`src/rtl/pixel_row_packer_if.sv`:
```
// Pixel-stream and row-write bus between the capture front end, the packer and the row-register bank.
interface pixel_row_packer_if #(
   parameter int unsigned WordBits = 28,
   parameter int unsigned AddrBits = 5
) ();
   logic                pix_valid;
   logic                pix_data;
   logic                pix_ready;
   logic                wr_en;
   logic [AddrBits-1:0] wr_addr;
   logic [WordBits-1:0] wr_data;

   // Source side: drives pixels, observes the packer's ready and row writes.
   modport master (
      output pix_valid, pix_data,
      input  pix_ready, wr_en, wr_addr, wr_data
   );

   // Packer side.
   modport slave (
      input  pix_valid, pix_data,
      output pix_ready, wr_en, wr_addr, wr_data
   );
endinterface

```
`src/rtl/pixel_row_packer.sv`:
```
// Packs a serial 1-bit pixel stream into WordBits-wide row words and writes them,
// one strobe per row, into the row-register bank.
module pixel_row_packer #(
   parameter int unsigned WordBits  = 28,
   parameter int unsigned NrOfWords = 28,
   parameter int unsigned AddrBits  = 5    // 2**AddrBits must cover NrOfWords
) (
   input  logic               Clock,
   input  logic               Reset,
   input  logic               Tick,
   input  logic               start,
   input  logic               abort,
   pixel_row_packer_if.slave  bus,
   output logic               busy,
   output logic               done
);

   localparam int unsigned         CntBits  = (WordBits > 2) ? $clog2(WordBits) : 1;
   localparam logic [CntBits-1:0]  LastPix  = CntBits'(WordBits - 1);
   localparam logic [AddrBits-1:0] LastRow  = AddrBits'(NrOfWords - 1);

   typedef enum logic [1:0] {IDLE, FILL, WRITE, DONE} state_t;

   state_t              state, state_next;
   logic [WordBits-1:0] shift_q;
   logic [WordBits-1:0] shift_next;
   logic [CntBits-1:0]  count_q;
   logic [AddrBits-1:0] row_q;
   logic [AddrBits-1:0] wr_addr_q;
   logic [WordBits-1:0] wr_data_q;
   logic                pix_ready_q, busy_q, done_q;
   logic                pix_ready_d, busy_d, done_d;
   logic                wr_en_c;
   logic                accept;
   logic                row_full;

   // abort outranks a pixel arriving in the same Tick cycle
   assign accept     = Tick & ~abort & pix_ready_q & bus.pix_valid;
   assign row_full   = (count_q == LastPix);
   assign shift_next = {shift_q[WordBits-2:0], bus.pix_data};

   // State and status flags
   always_ff @(posedge Clock or posedge Reset) begin
      if (Reset) begin
         state       <= IDLE;
         pix_ready_q <= 1'b0;
         busy_q      <= 1'b0;
         done_q      <= 1'b0;
      end else begin
         state       <= state_next;
         pix_ready_q <= pix_ready_d;
         busy_q      <= busy_d;
         done_q      <= done_d;
      end
   end

   // Next state; nothing moves without Tick
   always_comb begin
      state_next = state;
      if (Tick) begin
         if (abort) begin
            state_next = IDLE;
         end else begin
            case (state)
               IDLE:  if (start) state_next = FILL;
               FILL:  if (accept && row_full) state_next = WRITE;
               WRITE: state_next = (row_q == LastRow) ? DONE : FILL;
               DONE:  if (start) state_next = FILL;
               default: state_next = IDLE;
            endcase
         end
      end
   end

   // Flags are precomputed from the next state so they leave a flop
   always_comb begin
      pix_ready_d = 1'b0;
      busy_d      = 1'b0;
      done_d      = 1'b0;
      wr_en_c     = 1'b0;
      pix_ready_d = (state_next == FILL);
      busy_d      = (state_next == FILL) || (state_next == WRITE);
      done_d      = (state_next == DONE);
      // Strobe shares the registers' clock enable, so it must follow Tick directly
      wr_en_c     = Tick & ~abort & (state == WRITE);
   end

   // Shift register, pixel/row counters and the registered write bus
   always_ff @(posedge Clock or posedge Reset) begin
      if (Reset) begin
         shift_q   <= '0;
         count_q   <= '0;
         row_q     <= '0;
         wr_addr_q <= '0;
         wr_data_q <= '0;
      end else if (Tick) begin
         if (abort) begin
            shift_q <= '0;
            count_q <= '0;
            row_q   <= '0;
         end else begin
            case (state)
               IDLE, DONE: begin
                  if (start) begin
                     shift_q <= '0;
                     count_q <= '0;
                     row_q   <= '0;
                  end
               end
               FILL: begin
                  if (accept) begin
                     shift_q <= shift_next;
                     if (row_full) begin
                        count_q   <= '0;
                        wr_data_q <= shift_next;
                        wr_addr_q <= row_q;
                     end else begin
                        count_q <= count_q + CntBits'(1);
                     end
                  end
               end
               WRITE: begin
                  if (row_q != LastRow) row_q <= row_q + AddrBits'(1);
               end
               default: ;
            endcase
         end
      end
   end

   assign bus.pix_ready = pix_ready_q;
   assign bus.wr_en     = wr_en_c;
   assign bus.wr_addr   = wr_addr_q;
   assign bus.wr_data   = wr_data_q;
   assign busy          = busy_q;
   assign done          = done_q;

endmodule
```
`src/flat_wrapper.sv`:
```
// flat-port wrapper written by rule: the top's interface ports become plain ports
module pixel_row_packer_flat 
#(
   parameter int unsigned WordBits  = 28,
   parameter int unsigned NrOfWords = 28,
   parameter int unsigned AddrBits  = 5                                       
)
  (Clock, Reset, Tick, start, abort, busy, done, bus_pix_valid, bus_pix_data, bus_pix_ready, bus_wr_en, bus_wr_addr, bus_wr_data);
  pixel_row_packer_if #(.WordBits(WordBits), .AddrBits(AddrBits)) bus_i ();
  input  logic Clock;
  input  logic Reset;
  input  logic Tick;
  input  logic start;
  input  logic abort;
  output logic busy;
  output logic done;
  input wire logic [$bits(bus_i.pix_valid)-1:0] bus_pix_valid;
  input wire logic [$bits(bus_i.pix_data)-1:0] bus_pix_data;
  output wire logic [$bits(bus_i.pix_ready)-1:0] bus_pix_ready;
  output wire logic [$bits(bus_i.wr_en)-1:0] bus_wr_en;
  output wire logic [$bits(bus_i.wr_addr)-1:0] bus_wr_addr;
  output wire logic [$bits(bus_i.wr_data)-1:0] bus_wr_data;
  assign bus_i.pix_valid = bus_pix_valid;
  assign bus_i.pix_data = bus_pix_data;
  assign bus_pix_ready = bus_i.pix_ready;
  assign bus_wr_en = bus_i.wr_en;
  assign bus_wr_addr = bus_i.wr_addr;
  assign bus_wr_data = bus_i.wr_data;
  pixel_row_packer #(.WordBits(WordBits), .NrOfWords(NrOfWords), .AddrBits(AddrBits)) u_core (.Clock(Clock), .Reset(Reset), .Tick(Tick), .start(start), .abort(abort), .bus(bus_i), .busy(busy), .done(done));
endmodule
```
`config.mk`:
```
export PLATFORM = sky130hd
export DESIGN_NAME = pixel_row_packer_flat
export DESIGN_NICKNAME = d
export VERILOG_FILES = /design/src/rtl/pixel_row_packer_if.sv /design/src/rtl/pixel_row_packer.sv /design/src/flat_wrapper.sv
export SDC_FILE = /design/constraint.sdc
export NUM_CORES = 1
export LEC_CHECK = 0
export ABC_AREA = 1
export BUFFER_PORTS_ARGS = -buffer_cell sky130_fd_sc_hd__buf_4
export CAP_MARGIN = 10
export CORE_MARGIN = 10
export CORE_UTILIZATION = 30
export CTS_BUF_LIST = sky130_fd_sc_hd__clkbuf_2 sky130_fd_sc_hd__clkbuf_4 sky130_fd_sc_hd__clkbuf_8
export DETAILED_ROUTE_END_ITERATION = 10
export PLACE_DENSITY_LB_ADDON = 0.08
export SLEW_MARGIN = 5
export SYNTH_ARGS = -nofsm -noshare
export SYNTH_HDL_FRONTEND = slang
export SYNTH_SLANG_ARGS = --single-unit
```
`constraint.sdc`:
```
create_clock -name Clock -period 1.99 [get_ports Clock]
set_input_delay 0.199 -clock Clock [delete_from_list [all_inputs] [get_ports Clock]]
set_output_delay 0.199 -clock Clock [all_outputs]
set_load 0.02 [all_outputs]
```
==> results of run 1 <==
-- repair_timing --
action                    CTS  global route
buffers inserted            0             0
hold endpoints to repair   22             0
gates resized for setup     0             0
hold buffers                1             0
-- worst paths after layout --
path / startpoint / end / slack [ns] / depth (start not counted)
max: u_core.count_q[0] / u_core.busy / 0.23 / 10
min: bus_pix_data / u_core.bus.wr_data[0] / 0.08 / 3
max reg2reg: u_core.count_q[0] / u_core.busy / 0.23 / 10
min reg2reg: u_core.shift_q[26] / u_core.shift_q[26] / 0.49 / 2
max in group asynchronous: Reset / u_core.bus.wr_data[4] / 0.89 / 4
min in group asynchronous: Reset / u_core.bus.wr_data[12] / 0.45 / 3
-- power by group --
group / internal (mW) / switching (mW) / total (mW)
combinational: 0.201 / 0.482 / 0.682
sequential: 1.57 / 0.0431 / 1.61
clock: 0.571 / 0.554 / 1.13
total: 2.34 / 1.08 / 3.42
-- metal layers --
| metal | global-route usage [%] | up-vias | routed length (um) |
|---|---|---|---|
| li1 | - | 1324 | - |
| met1 | 12.8 | 1227 | 3890 |
| met2 | 15.3 | 35 | 3530 |
| met3 | 2.52 | 9 | 306 |
| met4 | 5.22 | 0 | 128 |
| met5 | 0 | - | 0 |
-- metrics by stage --
| step | hold slack [ns] | power (mW) |
|---|---|---|
| after floorplan | 0.316 | 2.16 |
| after global placement | 0.283 | 2.33 |
| after detailed placement | 0.288 | 2.33 |
| after CTS | 0.0622 | 3.48 |
| after global routing | 0.0979 | 3.62 |
| final | 0.0779 | 3.42 |
-- cell usage after synthesis (4+ instances only) --
master	count	area, um2
o21ai_0	38	190
buf_4	4	30.0
nor2_1	10	37.5
nand2_1	158	593
clkbuf_1	5	18.8
ha_1	6	75.1
o21ai_2	26	228
dfrtp_1	75	1880
nand4_1	4	25.0
o21ai_1	4	20.0
inv_1	19	71.3
nand3_1	7	35.0
buf_6	6	67.6
-- layout make-up --
type,count,share of cell area (%)
tap,143,4.37
clock buffer,10,3.21
sequential,75,45.8
inverter,20,1.92
clock inverter,3,1.04
multi-input combinational,272,33.1
timing repair buffer,54,10.6
-- worst max-delay path: cells and delay by family, from the launching register on --
family                   cells  cell delay, ns
adder cells (fa/ha/maj)      2            0.48
buffers and inverters        2            0.08
flip-flops                   1            0.41
AND/OR/NAND/NOR              6            0.69
-- cells by family (layout without fill, tap and decap cells) --
logic type,after synthesis,after routing
AOI/OAI and AO/OA,72,72
DFF,75,75
and+or+nand+nor,192,192
buffers and inverters,39,87
adders and majority gates,6,6
xor gates and xnor gates,2,2
-- state kept, by name, indices dropped and copies added, names as in the netlist, 5 cells and up, named ones only --
register / count
u_core.shift_q: 27
u_core.bus.wr_data: 28
u_core.bus.wr_addr: 5
u_core.count_q: 5
u_core.row_q: 5
-- placed cells by master (no fill, tap or decap), drive strengths merged --
cell type	netlist	layout
ha	6	6
nand3b	1	1
dfrtp	75	75
clkinv	0	1
o21a	3	3
clkinvlp	0	2
nand2	161	161
nor4	1	1
nand3	7	7
dlygate4sd3	0	1
bufinv	0	1
nand4	4	4
nor2	15	15
clkbuf	7	10
or2	1	1
a21oi	1	1
inv	20	19
o21ai	68	68
nor3	2	2
xor2	2	2
buf	12	53
==> results.py, run 1 <==
metrics = {
    "grt": {
        "grt_pass1_vias": 2557,
        "grt_pass1_wl_mm": 13.1,
        "antenna_found_initial": 0,
        "grt_use_total_pct": 10.0,
        "grt_max_degree": 54,
        "grt_overflow": 0,
    },
    "clock_tree": {
        "numCtsBuffers": 9,
        "clkLatencyLatePin_ns": 0.35,
        "numClockSinks": 75,
        "root_buffer": "clkbuf_8",
        "cts_tree": "done",
        "clkSlewWorstSetupHoldPaths_ns": 0.08,
        "htree_num_levels": 3,
        "cts.path.max_buffers": 2,
    },
    "routing": {
        "via_count": 2595,
        "drt_wl_total_mm": 7.86,
        "drt_iter0_markers": 132,
        "drc": 0,
        "ant_nets": 0,
        "viasPerCell": 4.50,
        "dr.pass1.iters": 4,
        "wl_per_cell_um": 13.6,
    },
    "yosys": {
        "yosys.area_share.simple_pct": 23.2,
        "yosys_warnings": 0,
        "synthArstFlopShare_pct": 100,
        "ys_ff_latch": 75,
        "synth_area_um2": 3450,
        "muxShareOfSynthArea_pct": 0,
        "synth_top_family_by_area": "simple AND/OR/NAND/NOR gates",
        "synth_area_per_cell_um2": 8.93,
        "synthAdderAreaFrac_pct": 2.18,
        "synthXorXnorAreaFrac_pct": 0.508,
        "syn_inst": 386,
        "ys_seq_area_share_pct": 54.5,
        "synth_edf_count": 0,
        "synth_compound_area_share_pct": 13.5,
        "synth_cell_types": 28,
        "ys.flop_type": "dfrtp_1",
        "syn_nets": 399,
    },
    "worst_setup_path": {
        "max_stage_delay_ns": 0.41,
        "arrival_ns": 2.00,
        "crit_path_frequent_cell": "nand2_1",
        "endpoint_kind": "register",
        "slowest_stage": "dfrtp_1",
        "path_max_fanout": 15,
        "path_class": "reg2reg",
        "required_ns": 2.23,
        "crit_path_cell_trace": "ha_1, nand2_1, nor2_2, nand2_4, nand2_1, nand3_1, nand2_1, inv_1, ha_1, inv_1",
        "startpoint_type": "register",
    },
    "cells_and_area": {
        "final_nets": 445,
        "stdcell_count": 577,
        "syn_to_final_growth_pct": 19.0,
        "stdcell_area_um2": 4100,
        "multiInputGateArea_um2": 1360,
        "nFillCells": 1192,
        "n_antenna_cell": 0,
        "drive_gt1_share_pct": 23.7,
        "fin_util_pct": 36.2,
        "seq_area_um2": 1880,
    },
    "timing": {
        "hold_violations": 0,
        "finalCriticalPeriod_ns": 1.76,
        "tightestPinTransition_ns": 0.539,
        "rsz0062_at_grt": "no",
        "worst_slack_ns": 0.230,
        "period_share_pct": 88.4,
        "finalSetupViolations": 0,
        "fin_setup_tns_ns": 0,
        "max_freq_mhz": 568,
        "relSlewSlack_pct": 64.0,
        "skew_ns": 0.0116,
        "timing.final.max_slew_violations": 0,
    },
    "placement": {
        "postPlaceCellArea_um2": 3920,
        "dpl_worst_slack_ns": 0.240,
        "post-place-cells": 563,
        "port_buffers": 43,
        "hpwl_mm": 5.17,
        "gp_congestion": 0.782,
    },
    "power": {
        "p_per_area_nw_per_um2": 834,
        "peakVddDrop_mv": 0.330,
        "leakagePower_nw": 2.11,
    },
    "die": {
        "core_region_area_um2": 11300,
        "fp.dieH_um": 127,
        "start_util_pct": 30.4,
        "die_x_um": 127,
        "ioPinCount": 44,
        "die_area_um2": 16200,
        "row_count": 39,
    },
    "run_status": {
        "status": "finished clean",
    },
    "worst_hold_path": {
        "holdCritPathClass": "in2reg",
    },
    "job": {
        "drv_cap": 0,
    },
}
No activity file was read; power rests on OpenSTA's default activity.
==> run 2: changes to the inputs <==
- REMOVE_ABC_BUFFERS: unset -> 1
==> run 2 against run 1 <==
- global-route usage grew 0.12 points
- via count increased by 0.92%
- largest cell class unchanged
- first-iteration DRC count is 20% higher
- clock-buffer cell count unchanged
- power is 6.6% higher
- core utilization up 0.85 points
- combinational power increased by 1%
- wire length down 3.2%
- design area increased by 2.4%
- critical path type unchanged
- sequential share of layout area down 1.1 points
- non-clock buffer count increased by 3
==> results.py, run 2 (synthesis results as in run 1) <==
metrics = {
    "run_status": {
        "status": "finished clean",
    },
    "placement": {
        "dpl_worst_slack_ns": 0.191,
        "gp_congestion": 0.737,
        "postPlaceCellArea_um2": 3940,
        "port_buffers": 43,
        "hpwl_mm": 5.21,
        "post-place-cells": 563,
    },
    "die": {
        "row_count": 39,
        "die_x_um": 127,
        "start_util_pct": 30.4,
        "core_region_area_um2": 11300,
        "fp.dieH_um": 127,
        "die_area_um2": 16200,
        "ioPinCount": 44,
    },
    "grt": {
        "antenna_found_initial": 0,
        "grt_use_met2_pct": 15.2,
        "grt_overflow": 0,
        "grt_max_degree": 34,
        "grt_pass1_wl_mm": 13.4,
        "top_usage_layer": "met2",
        "grt_use_total_pct": 10.1,
        "grt_pass1_vias": 2689,
        "grtUsageMet3_pct": 3.23,
        "met1_usage_pct": 12.9,
    },
    "worst_setup_path": {
        "path_max_fanout": 30,
        "max_stage_delay_ns": 0.43,
        "slowest_stage": "dfrtp_1",
        "arrival_ns": 2.03,
        "startpoint_type": "register",
        "endpoint_kind": "register",
        "path_class": "reg2reg",
        "crit_path_cell_trace": "inv_1, ha_1, nor3_1, nor2_2, nand2_4, buf_12, nand2_1, o21ai_2",
        "crit_buf_inv": 2,
        "required_ns": 2.28,
        "cpLargestDelayFamily": "simple AND/OR/NAND/NOR gates",
        "reg2reg_slack_ns": 0.25,
    },
    "timing": {
        "timing.final.max_slew_violations": 0,
        "rsz0062_at_grt": "no",
        "finalCriticalPeriod_ns": 1.74,
        "tightestPinTransition_ns": 0.427,
        "relSlewSlack_pct": 71.5,
        "skew_ns": 0.00865,
        "max_freq_mhz": 574,
        "finalSetupViolations": 0,
        "worst_slack_ns": 0.247,
        "hold_violations": 0,
        "period_share_pct": 87.6,
    },
    "routing": {
        "drt_wl_total_mm": 7.61,
        "ant_nets": 0,
        "wl_per_cell_um": 13.0,
        "via_count": 2619,
        "drt_iter0_markers": 159,
        "dr.pass1.iters": 4,
        "viasPerCell": 4.49,
        "drc": 0,
    },
    "clock_tree": {
        "cts_tree": "done",
        "cts.path.max_buffers": 2,
        "clkLatencyLatePin_ns": 0.36,
        "numClockSinks": 75,
        "post_cts_resized": 0,
        "numCtsBuffers": 9,
        "root_buffer": "clkbuf_8",
        "clkSlewWorstSetupHoldPaths_ns": 0.08,
        "htree_num_levels": 3,
    },
    "cells_and_area": {
        "syn_to_final_growth_pct": 21.8,
        "stdcell_count": 583,
        "largest_register_ffs": 28,
        "drive_gt1_share_pct": 24.8,
        "n_antenna_cell": 0,
        "final_cell_mix": "nand2_1 (158), dfrtp_1 (75), buf_4 (52)",
        "final_nets": 448,
        "nFillCells": 1217,
        "stdcell_area_um2": 4200,
        "seq_area_um2": 1880,
        "final_common_cell": "nand2_1",
        "multiInputGateArea_um2": 1360,
    },
    "power": {
        "leakagePower_nw": 2.16,
        "peakVddDrop_mv": 0.406,
        "power_mw": 3.64,
        "p_per_area_nw_per_um2": 869,
    },
    "job": {
        "drv_cap": 0,
    },
    "worst_hold_path": {
        "holdCritPathClass": "in2reg",
    },
}
run 2: per-stage QoR:
step / util [%] / hold slack (ns) / setup TNS [ns]
3_5_place_dp: 34.8 / 0.222 / 0
5_1_grt: 37.1 / 0.0461 / 0
2_1_floorplan: - / 0.316 / -26.06
6_report: 37.1 / 0.0565 / 0
4_1_cts: 36.9 / 0.0350 / 0
3_3_place_gp: 34.8 / 0.220 / 0
run 2: final timing paths:
check	endpoint	from	depth (start not counted)
max in group asynchronous	u_core.shift_q[0]	Reset	4
max	u_core.shift_q[13]	register	8
max reg2reg	u_core.shift_q[13]	register	8
min	u_core.bus.wr_data[0]	bus_pix_data	3
min in group asynchronous	u_core.bus.wr_data[26]	Reset	3
min reg2reg	u_core.bus.wr_data[27]	u_core.shift_q[26]	2
run 2: report_power, final:
part	switching (mW)	internal (mW)	total (mW)	leakage [nW]
registers	0.0409	1.57	1.61	1.04
clock network	0.602	0.743	1.34	0.117
logic	0.484	0.206	0.690	1.00
total	1.13	2.52	3.64	2.16
run 2: layer usage:
layer | wire length, um | vias up
met5 | 0 | -
met4 | 113 | 0
met3 | 353 | 8
met2 | 3430 | 34
met1 | 3710 | 1241
li1 | - | 1336
run 2: cell type report:
| cell class | instances | share of cell area (%) |
|---|---|---|
| Clock inverter | 6 | 2.09 |
| Sequential cell | 75 | 44.7 |
| Multi-Input combinational cell | 272 | 32.4 |
| Tap cell | 143 | 4.26 |
| Clock buffer | 10 | 3.28 |
| Timing Repair Buffer | 57 | 11.5 |
| Inverter | 20 | 1.82 |
run 2: repair_timing:
action,in CTS,in global routing
endpoints found under the setup margin,0,1
buffers inserted,0,3
hold buffers,1,0
endpoints found under the hold margin,20,0
run 2: worst reg2reg max path, cell delays in order, from the launching register on:
cell,delay (ns)
dfrtp_1,0.43
inv_1,0.07
ha_1,0.35
nor3_1,0.24
nor2_2,0.08
nand2_4,0.14
buf_12,0.21
nand2_1,0.09
o21ai_2,0.06
